[config.mk]
export PLATFORM = sky130hd
export DESIGN_NAME = robo_controller
export DESIGN_NICKNAME = d
export VERILOG_FILES = /design/src/rtl/robo_controller_pkg.sv /design/src/rtl/robo_controller_pulse_gen.sv /design/src/rtl/robo_controller.sv
export SDC_FILE = /design/constraint.sdc
export NUM_CORES = 1
export LEC_CHECK = 0
export BUFFER_PORTS_ARGS = -buffer_cell sky130_fd_sc_hd__buf_2
export CELL_PAD_IN_SITES_DETAIL_PLACEMENT = 1
export CELL_PAD_IN_SITES_GLOBAL_PLACEMENT = 1
export CORE_MARGIN = 1
export CORE_UTILIZATION = 35
export DETAILED_ROUTE_END_ITERATION = 8
export PLACE_DENSITY = 0.63
export SYNTH_ARGS = -nofsm -noshare
export SYNTH_HDL_FRONTEND = slang
export SYNTH_HIERARCHICAL = 1
export SYNTH_SLANG_ARGS = --single-unit
[constraint.sdc]
create_clock -name clock -period 4.25 [get_ports clock]
set_input_delay 0.2125 -clock clock [delete_from_list [all_inputs] [get_ports clock]]
set_output_delay 0.2125 -clock clock [all_outputs]
set_load 0.03 [all_outputs]
[src/rtl/robo_controller_pkg.sv]
// Shared encodings, defaults and helpers for the wall-following robot controller.
package robo_controller_pkg;

  localparam int unsigned REMOVE_CYCLES_DEF   = 3;
  localparam int unsigned MAX_RIGHT_TURNS_DEF = 4;
  localparam int unsigned RIGHT_TURN_PULSES   = 3;
  localparam int unsigned PULSE_W             = 8;
  localparam int unsigned COUNT_W             = 8;

  typedef enum logic [2:0] {
    ST_IDLE   = 3'd0,
    ST_DECIDE = 3'd1,
    ST_CMD    = 3'd2,
    ST_SETTLE = 3'd3,
    ST_REMOVE = 3'd4,
    ST_DONE   = 3'd5,
    ST_STUCK  = 3'd6
  } state_t;

  typedef enum logic [1:0] {
    CMD_NONE   = 2'd0,
    CMD_ADV    = 2'd1,
    CMD_TURN   = 2'd2,
    CMD_REMOVE = 2'd3
  } cmd_t;

  // Increment that holds at all-ones instead of wrapping.
  function automatic logic [COUNT_W-1:0] sat_inc(input logic [COUNT_W-1:0] v);
    return (&v) ? v : COUNT_W'(v + COUNT_W'(1));
  endfunction

endpackage

[src/rtl/robo_controller_pulse_gen.sv]
// Holds one command line high for a programmed number of cycles; last_c flags
// the final cycle so the controller can leave its command state in step.
module robo_pulse_gen
  import robo_controller_pkg::*;
#(
  parameter bit REMOVE_EN = 1'b1
) (
  input  logic               clock,
  input  logic               reset,
  input  logic               trigger,
  input  cmd_t               sel,
  input  logic [PULSE_W-1:0] len,
  output logic               avancar,
  output logic               girar,
  output logic               remover,
  output logic               last_c
);

  logic [PULSE_W-1:0] cnt_q;
  logic               active_c;

  assign active_c = avancar | girar | remover;
  assign last_c   = active_c && (cnt_q == '0);

  // cnt_q holds the number of cycles still to run after the current one.
  always_ff @(posedge clock or negedge reset) begin
    if (!reset) begin
      avancar <= 1'b0;
      girar   <= 1'b0;
      remover <= 1'b0;
      cnt_q   <= '0;
    end else if (trigger) begin
      avancar <= (sel == CMD_ADV);
      girar   <= (sel == CMD_TURN);
      remover <= REMOVE_EN && (sel == CMD_REMOVE);
      cnt_q   <= len - PULSE_W'(1);
    end else if (active_c) begin
      if (cnt_q == '0) begin
        avancar <= 1'b0;
        girar   <= 1'b0;
        remover <= 1'b0;
      end else begin
        cnt_q <= cnt_q - PULSE_W'(1);
      end
    end
  end

endmodule

[src/rtl/robo_controller.sv]
// Wall-following robot controller issuing advance/turn/remove commands.
// Define ROBO_BARRIER_REMOVE_EN to enable the barrier-removal path.
module robo_controller
  import robo_controller_pkg::*;
#(
  parameter int unsigned REMOVE_CYCLES   = REMOVE_CYCLES_DEF,
  parameter int unsigned MAX_RIGHT_TURNS = MAX_RIGHT_TURNS_DEF
) (
  input  logic               clock,
  input  logic               reset,
  input  logic               start,
  input  logic               head_in,
  input  logic               left_in,
  input  logic               under_in,
  input  logic               barrier_in,
  output logic               avancar,
  output logic               girar,
  output logic               remover,
  output logic               busy,
  output logic               done,
  output logic               stuck,
  output logic [COUNT_W-1:0] move_count
);

`ifdef ROBO_BARRIER_REMOVE_EN
  localparam bit REMOVE_EN = 1'b1;
`else
  localparam bit REMOVE_EN = 1'b0;
`endif

  state_t             state_q, state_d;
  logic [COUNT_W-1:0] move_d;
  logic [COUNT_W-1:0] turn_cnt_q, turn_cnt_d;
  logic               turned_left_q, turned_left_d;
  logic               pg_trigger_c;
  cmd_t               pg_sel_c;
  logic [PULSE_W-1:0] pg_len_c;
  logic               pg_last_c;

  robo_pulse_gen #(
    .REMOVE_EN (REMOVE_EN)
  ) u_pulse_gen (
    .clock   (clock),
    .reset   (reset),
    .trigger (pg_trigger_c),
    .sel     (pg_sel_c),
    .len     (pg_len_c),
    .avancar (avancar),
    .girar   (girar),
    .remover (remover),
    .last_c  (pg_last_c)
  );

  // Next-state and command selection; sensors only matter in DECIDE.
  always_comb begin
    state_d       = state_q;
    move_d        = move_count;
    turn_cnt_d    = turn_cnt_q;
    turned_left_d = turned_left_q;
    pg_trigger_c  = 1'b0;
    pg_sel_c      = CMD_NONE;
    pg_len_c      = PULSE_W'(1);
    case (state_q)
      ST_IDLE: begin
        if (start) begin
          state_d       = ST_DECIDE;
          move_d        = '0;
          turn_cnt_d    = '0;
          turned_left_d = 1'b0;
        end
      end
      ST_DECIDE: begin
        if (!start) begin
          state_d = ST_IDLE;
        end else if (under_in) begin
          state_d = ST_DONE;
        end else if (!left_in && !turned_left_q) begin
          pg_trigger_c  = 1'b1;
          pg_sel_c      = CMD_TURN;
          turned_left_d = 1'b1;
          state_d       = ST_CMD;
        end else if (REMOVE_EN && barrier_in) begin
          pg_trigger_c = 1'b1;
          pg_sel_c     = CMD_REMOVE;
          pg_len_c     = PULSE_W'(REMOVE_CYCLES);
          state_d      = ST_REMOVE;
        end else if (!head_in && !barrier_in) begin
          pg_trigger_c  = 1'b1;
          pg_sel_c      = CMD_ADV;
          turned_left_d = 1'b0;
          turn_cnt_d    = '0;
          move_d        = sat_inc(move_count);
          state_d       = ST_CMD;
        end else begin
          // Blocked ahead (an unremovable barrier counts as a wall): turn right.
          pg_trigger_c = 1'b1;
          pg_sel_c     = CMD_TURN;
          pg_len_c     = PULSE_W'(RIGHT_TURN_PULSES);
          turn_cnt_d   = turn_cnt_q + COUNT_W'(1);
          state_d      = ST_CMD;
        end
      end
      ST_CMD: begin
        if (pg_last_c) begin
          state_d = (turn_cnt_q == COUNT_W'(MAX_RIGHT_TURNS)) ? ST_STUCK : ST_SETTLE;
        end
      end
`ifdef ROBO_BARRIER_REMOVE_EN
      ST_REMOVE: begin
        if (pg_last_c) state_d = ST_SETTLE;
      end
`endif
      ST_SETTLE: state_d = start ? ST_DECIDE : ST_IDLE;
      ST_DONE, ST_STUCK: begin
        if (!start) state_d = ST_IDLE;
      end
      default: state_d = ST_IDLE;
    endcase
  end

  // State, counters and registered status.
  always_ff @(posedge clock or negedge reset) begin
    if (!reset) begin
      state_q       <= ST_IDLE;
      move_count    <= '0;
      turn_cnt_q    <= '0;
      turned_left_q <= 1'b0;
      busy          <= 1'b0;
      done          <= 1'b0;
      stuck         <= 1'b0;
    end else begin
      state_q       <= state_d;
      move_count    <= move_d;
      turn_cnt_q    <= turn_cnt_d;
      turned_left_q <= turned_left_d;
      busy          <= !(state_d inside {ST_IDLE, ST_DONE, ST_STUCK});
      done          <= (state_d == ST_DONE);
      stuck         <= (state_d == ST_STUCK);
    end
  end

endmodule

# Word-level counts from Yosys, hierarchy flattened
# Cells that the tools add are included.
# totals
out_inout_bits	14
register_bits	34
inputBits	7
wordCells	104
# classes
n_reduce_logical	22
n_bitwise	2
eq_ne	18
n_mux	47
n_addsub	4
# ops
operator	count
8-bit two-way mux	13
8-bit case mux with 2 select lines	2
2-bit two-way mux	10
3-bit two-way mux	6
8-bit by 1-bit adder with 8-bit output, second input constant	2
3-bit case mux with 5 select lines	1
1-bit two-way mux	14
2-bit != test, second input constant	7
3-bit equality test, second input constant	4
5-bit AND reduction	2
8-bit by 3-bit equality test with 1-bit output, second input constant	1
8-bit logical NOT	1
8-bit AND reduction	1
8-bit by 1-bit subtractor with 8-bit output, second input constant	1
7-bit AND reduction	1
3-bit by 2-bit equality test with 1-bit output, second input constant	2
3-bit logical NOT	2
2-bit nonzero test	3
1-bit logical NOT	5
2-bit AND reduction	2
3-bit by 1-bit equality test with 1-bit output, second input constant	1
1-bit logical AND	3
3-bit != test, second input constant	1
3-bit nonzero test	1
6 further kinds	7

# Logic depth before layout (Yosys ltp)
# Gate-level depths: netlist (run 1).
# logic_depth
word_depth	9
ltp_mapped	11
depth_no_buf	9

# Cells and area by module
# The synthesis (run 1) kept the hierarchy.
# modules_own_cells
module	cells_each	seq_area_each_um2	instances	area_each_um2
robo_controller	140	575.6	1	1246.2
robo_pulse_gen	77	250.2	1	710.7

# Least setup slack after synthesis (run 1)
# OpenSTA, ideal clock, no wires.
# synth_path
kind	reg-to-reg
from	reg state_q[0]
to	reg u_pulse_gen.cnt_q[4]
setup_ns	0.069
path_stages_with_launch	12
t_arrival_ns	3.212
setup_slack_ns	0.969
period_less_slack_ns	3.281
path_buffers	2
required_ns	4.181
path_cell_list	dfrtp_1 > or3b_2 > or3_1 > inv_1 > clkbuf_1 > clkbuf_1 > mux2i_1 > ha_1 > or4b_1 > nor3_1 > nand2_1 > nand3_1
# synth_via
elab_chain_cells	4
word_cells_on_any_way	8
cone_classes	1 x add/sub; 2 x eq/ne; 3 x mux; 2 x reduce/logical
# synth_lines
element	line_no	text
from (decl)	robo_controller.sv:31	state_t state_q, state_d;
from (signal assigned)	robo_controller.sv:132	state_q <= state_d;
3-bit by 1-bit equality test with 1-bit output *	robo_controller.sv:63	case (state_q)
1-bit two-way mux *	robo_controller.sv:63	
via pg_trigger_c	robo_controller.sv:35	logic pg_trigger_c;
2-bit != test (no source line) / 2-bit nonzero test (equally long branches)	n/a	
2-bit AND reduction (no source line)	n/a	
to (signal assigned)	robo_controller_pulse_gen.sv:36	cnt_q <= len - PULSE_W'(1);
to (signal assigned)	robo_controller_pulse_gen.sv:43	cnt_q <= cnt_q - PULSE_W'(1);
to (decl)	robo_controller_pulse_gen.sv:19	logic [PULSE_W-1:0] cnt_q;
# The timed path passes the listed nets; every way through them passes the cells marked *.
# A chain may end at the register's enable or synchronous reset.

# Worst setup path in the final report (run 1)
# layout_path
from	reg state_q[2]
to	reg u_pulse_gen.cnt_q[4]
# Same word-level chain as after synthesis.

==> results of run 1 <==
==> stage by stage <==
stage	util (%)	instances
detailed placement	42.02	323
finish	44.24	331
global placement	42.02	323
floorplan	-	240
CTS	44.24	331
global route	44.24	331
==> cell usage after synthesis, drive strengths merged, types with 5 or more instances <==
cell type  number  share of area (%)
nand3           7                1.8
xor2            5                2.2
a21oi          12                3.1
o21ai          13                3.3
inv             7                1.3
nor2           25                4.8
dfrtp          33                 42
xnor2           6                2.7
nand2          24                4.6
and3            5                1.9
==> where the power goes <==
group          switching (mW)  internal, mW
clock network           0.120         0.191
registers              0.0915         0.390
logic                   0.266         0.161
total                   0.478         0.743
==> final timing paths <==
| check | startpoint | endpoint | slack, ps |
|---|---|---|---|
| max in group asynchronous | reset | turn_cnt_q[0] | 3760 |
| hold / removal | reset | move_count[7] | 2 |
| hold reg to reg | turn_cnt_q[0] | turn_cnt_q[0] | 500 |
| setup / recovery | state_q[2] | u_pulse_gen/cnt_q[4] | 1080 |
| setup reg to reg | state_q[2] | u_pulse_gen/cnt_q[4] | 1080 |
| min in group clock | start | done | 230 |
==> metal layers <==
layer	up-vias	GRT usage, %
met5	-	0
met4	0	6.346
met3	7	3.690
met2	22	25.00
met1	833	27.12
li1	851	-
==> cells by family (layout without fill, tap and decap cells) <==
kind of cell / Yosys count / in the layout
AOI/OAI and AO/OA: 51 / 51
xor gates and xnor gates: 11 / 11
adders and majority gates: 4 / 4
buffers and inverters: 14 / 35
DFF: 33 / 33
muxes: 4 / 4
other: 3 / 26
and+or+nand+nor: 97 / 97
==> final cells by class <==
class	count	area, um2
Fill cell	641	2920
Multi-Input combinational cell	193	1159
Sequential cell	33	825.8
Timing Repair Buffer	20	102.6
Tap cell	70	87.58
Clock buffer	7	86.33
Clock inverter	1	30.03
Inverter	7	26.28
==> registers in the layout, summed over array words and instances, names as in the netlist <==
register             count
move_count               8
u_pulse_gen/girar        1
turn_cnt_q               8
stuck                    1
turned_left_q            1
state_q                  3
done                     1
u_pulse_gen/cnt_q        8
u_pulse_gen/avancar      1
busy                     1
==> results by group, run 1 <==
Status
  • Outcome: completed

Global routing
  • Grt total ovfl: 0
  • GRT Overall Usage: 18.01%
  • First-pass GRT wire length: 8.342 mm
  • Initial antenna violation count: 0
  • Largest net degree at the start of global routing: 34
  • Number of global-route vias before repair: 1,652

Drt
  • Initial drt markers: 87
  • Top Layer Used: met4
  • Met3 WL post-DR: 140 um
  • Remaining DRCs: 0
  • WL met2: 1.992 mm
  • WL final: 4.755 mm
  • Drt pass-1 iters: 4
  • Wire length on met1: 2.557 mm
  • Routed Antenna Nets: 0
  • DR vias/cell: 5.175
  • Via Count: 1,713
  • Drt wl/cell: 14.37 um

Placed design
  • Setup slack at placement: 1105 ps
  • RePlAce Congestion: 0.7420
  • DP Area: 0.002201 mm2
  • HPWL Detailed: 3.429 mm
  • Port buffer count: 19

Final layout
  • Final instance area: 0.002317 mm2
  • Diode count: 0
  • Commonest non-fill, non-tap cell in the layout: dfrtp_1
  • Layout cells sized above 1: 13.03%
  • Final nets: 271
  • Commonest cells after routing, fill and taps aside: dfrtp_1 (33), conb_1 (26), nor2_1 (25)
  • Area Overhead vs Synth: 18.41%

STA
  • Worst slew pin tran: 863.9 ps
  • Relative slew slack: 42.28%
  • Setup TNS: 0 ps
  • Slew Limit Fails: 0
  • Final Cycle Share: 74.52%
  • Achievable Freq: 315.7 MHz
  • Setup violators final: 0
  • Unrepaired setup endpoints after global routing: false
  • Final Critical Period: 3167 ps
  • Hold slack: 1.845 ps
  • Final Hold Fails: 0
  • Skew final: 5.291 ps
  • Final worst slack: 1083 ps

Worst setup path
  • Max stage delay cell, worst path: or3b_2
  • Crit path launch type: flip-flop
  • Critical path's top delay family: simple AND/OR/NAND/NOR gates
  • Critical Path Sink Type: flip-flop
  • Worst Path Buf+Inv: 2
  • Worst-path fanout max: 23
  • Critical path, cell by cell: or3b_2, or3_1, inv_1, buf_4, mux2i_1, ha_1, or4b_1, nor3_1, nand2_1, nand3_1
  • WS Path Type: reg2reg
  • WP depth: 10
  • R2r worst-path depth: 10
  • Max stage delay on crit path: 580 ps
  • Worst EP required: 4470 ps
  • Worst Path Arrival: 3390 ps

CTS
  • Clock transition at path regs: 70 ps
  • Root buffer cell: clkbuf_8
  • Post-CTS sizing: 0
  • Clock sinks: 33
  • Worst skew pair latency: 290 ps
  • CTS Buf Count: 5
  • Postcts setup bufs: 0
  • CTS max path bufs: 2
  • CTS HTree Levels: 2
  • Hold Buf Count CTS: 0
  • CTS tree: built

Synthesis
  • Cells after Synth: 217
  • XOR/XNOR Fraction of Synth Area: 4.923%
  • Post-synthesis mux area share: 2.046%
  • Warnings, synthesis: 6
  • Seq cells post-synth: 33
  • Mean Syn Cell Area: 9.018 um2
  • Seq/Total Area, Yosys: 42.20%
  • Post-synth EDFFs: 0
  • Ys async rst share: 100.0%
  • Synth Area in Simple Gates: 27.62%
  • Synth Area in Compound Gates: 17.07%
  • Distinct cell type count after synthesis: 55
  • Synth Area in Adders: 2.558%
  • Most common flop cell mapped by yosys: dfrtp_1
  • Largest family of logic cells by synthesized area: simple AND/OR/NAND/NOR gates
  • Synthesized area: 0.001957 mm2

Power and ir drop
  • Final Power: 1.221 mW
  • Leakage power: 1.053 nW
  • PD cells: 526.8 mW/mm2
  • Max VDD drop: 0.2075 mV

Floorplanning
  • Die ar.: 0.005894 mm2
  • Top Ports: 21
  • Die H: 76.78 um
  • Initial Util: 37.36%
  • Die X: 76.78 um
  • Core footprint: 0.005238 mm2
  • Row cnt: 26

Flow run
  • Max-cap viol count: 0

Min path
  • HP Class: in2async
(Power assumes the default switching activity.)
==> run 2, diff against run 1 <==
PLACE_DENSITY = 0.65   (was 0.63)
clock period = 2.6 ns   (was 4.25 ns; I/O delays follow)
==> run 2 against run 1 <==
Compared with the run above:
- maximum frequency increased by 27%
- routed wire length increased by 5.8%
- sequential power increased by 60%
- combinational power increased by 100%
- critical path depth decreased by 1
- critical endpoint unchanged
- highest routed layer unchanged
==> results by group, run 2 (synthesis results as in run 1) <==
Status
  • Outcome: completed

Min path
  • Hold EP: done
  • WHS Path Cells: 3
  • Hold path startpoint: start
  • HP Class: in2reg

Floorplanning
  • Die H: 76.78 um
  • Initial Util: 37.36%
  • Die X: 76.78 um
  • Row cnt: 26
  • Top Ports: 21
  • Die ar.: 0.005894 mm2
  • Core footprint: 0.005238 mm2

STA
  • Achievable Freq: 400.3 MHz
  • Final Hold Fails: 0
  • Skew final: 7.129 ps
  • Setup violators final: 0
  • Final worst slack: 101.7 ps
  • Hold slack: 143.3 ps
  • Setup TNS: 0 ps
  • Final Critical Period: 2498 ps
  • Worst slew pin tran: 760.7 ps
  • Final Cycle Share: 96.09%
  • Slew Limit Fails: 0
  • Relative slew slack: 48.62%
  • Unrepaired setup endpoints after global routing: false

Global routing
  • Initial antenna violation count: 0
  • Grt total ovfl: 0
  • GRT Overall Usage: 19.34%
  • First-pass GRT wire length: 8.887 mm
  • Number of global-route vias before repair: 1,777
  • Largest net degree at the start of global routing: 34

Drt
  • Drt pass-1 iters: 4
  • DR vias/cell: 5.078
  • WL final: 5.031 mm
  • Drt wl/cell: 14.58 um
  • Remaining DRCs: 0
  • Via Count: 1,752
  • Routed Antenna Nets: 0
  • Initial drt markers: 90

Power and ir drop
  • Final Power: 2.147 mW
  • Max VDD drop: 0.3093 mV
  • PD cells: 871.5 mW/mm2
  • Leakage power: 1.124 nW

Worst setup path
  • Max stage delay cell, worst path: or4b_4
  • Worst EP required: 2820 ps
  • Worst Path Buf+Inv: 1
  • Critical path's top delay family: simple AND/OR/NAND/NOR gates
  • Reg-to-Reg Start: state_q[2]
  • Worst-path fanout max: 5
  • FF-to-FF setup slack: 100 ps
  • Max stage delay on crit path: 480 ps
  • Critical path, cell by cell: or3b_4, or3_4, inv_2, mux2i_1, ha_2, or4b_4, nor3_2, nand2_1, nand3_2
  • Critical Path Sink Type: flip-flop
  • FF-to-FF End: u_pulse_gen/cnt_q[4]
  • Crit path launch type: flip-flop
  • R2r worst-path depth: 9
  • Worst Path Arrival: 2720 ps
  • WS Path Type: reg2reg

CTS
  • CTS max path bufs: 2
  • Worst skew pair latency: 290 ps
  • CTS Buf Count: 5
  • CTS tree: built
  • Clock transition at path regs: 70 ps
  • Clock sinks: 33
  • Root buffer cell: clkbuf_8
  • CTS HTree Levels: 2

Final layout
  • Largest registers: move_count: 8 flops, turn_cnt_q: 8 flops, u_pulse_gen/cnt_q: 8 flops
  • Area Overhead vs Synth: 25.89%
  • Final nets: 285
  • Commonest cells after routing, fill and taps aside: dfrtp_1 (33), conb_1 (26), nor2_1 (25)
  • Layout cells sized above 1: 20.36%
  • Non-Filler Instances: 345
  • Diode count: 0
  • Commonest non-fill, non-tap cell in the layout: dfrtp_1

Placed design
  • Port buffer count: 19
  • Setup slack at placement: 67.42 ps
  • HPWL Detailed: 3.638 mm
  • Placed Cells: 334
  • RePlAce Congestion: 0.7547

Flow run
  • Max-cap viol count: 0
## run 2: cell count changes in the layout (fill, tap and decap cells not counted), sizes merged
cell and delta:
buf +13, clkbuf -1, dlygate4sd3 +1, clkinvlp +1
## run 2: tightest hold or removal path: stages
cell and delay, ps:
buf_2 140, o21ai_0 80, nor2_1 40
## run 2: worst max-delay path by stage
| stage | endpoint | slack [ps] | startpoint | cells past startpoint |
|---|---|---|---|---|
| finish | u_pulse_gen/cnt_q[4] | 100 | state_q[2] | 9 |
| global route | u_pulse_gen/cnt_q[4] | 2 | state_q[2] | 9 |
| CTS | u_pulse_gen/cnt_q[4] | 40 | state_q[2] | 9 |
| detailed placement | u_pulse_gen/cnt_q[4] | 70 | state_q[2] | 9 |
| global placement | u_pulse_gen/cnt_q[4] | 140 | state_q[2] | 9 |
| floorplan | u_pulse_gen/cnt_q[4] | -170 | state_q[0] | 11 |
## run 2: repair_timing
action                                  in CTS  in global routing
setup buffers                                0                  2
endpoints found under the setup margin       0                  2
gates resized for setup                      0                  4
hold buffers                                 1                  0
endpoints found under the hold margin       33                  0
## run 2: per-stage QoR
step / utilization [%] / instance area (um2)
finish: 47.04 / 2464
global placement: 43.91 / 2300
detailed placement: 43.91 / 2300
global route: 47.04 / 2464
CTS: 46.39 / 2430
floorplan: - / 2079
## run 2: cell type report
type | instances | area, um2
clock inverters | 2 | 37.54
clock buffers | 6 | 82.58
multi-input cells | 193 | 1194
well taps | 70 | 87.58
inverters | 7 | 26.28
flip-flops and latches | 33 | 825.8
repair buffers | 34 | 210.2
fillers | 648 | 2774
## run 2: metal layers
layer	track usage, %	vias to the layer above	share of wire (%)
li1	-	885	-
met1	28.48	841	54
met2	27.59	21	42
met3	3.571	5	2.6
met4	7.500	0	1.2
met5	0	-	0
## run 2: power by group
| part | leakage (nW) | switching [mW] | internal (mW) |
|---|---|---|---|
| clock network | 0.0574 | 0.199 | 0.312 |
| registers | 0.433 | 0.132 | 0.638 |
| logic | 0.633 | 0.502 | 0.364 |
| total | 1.12 | 0.833 | 1.31 |
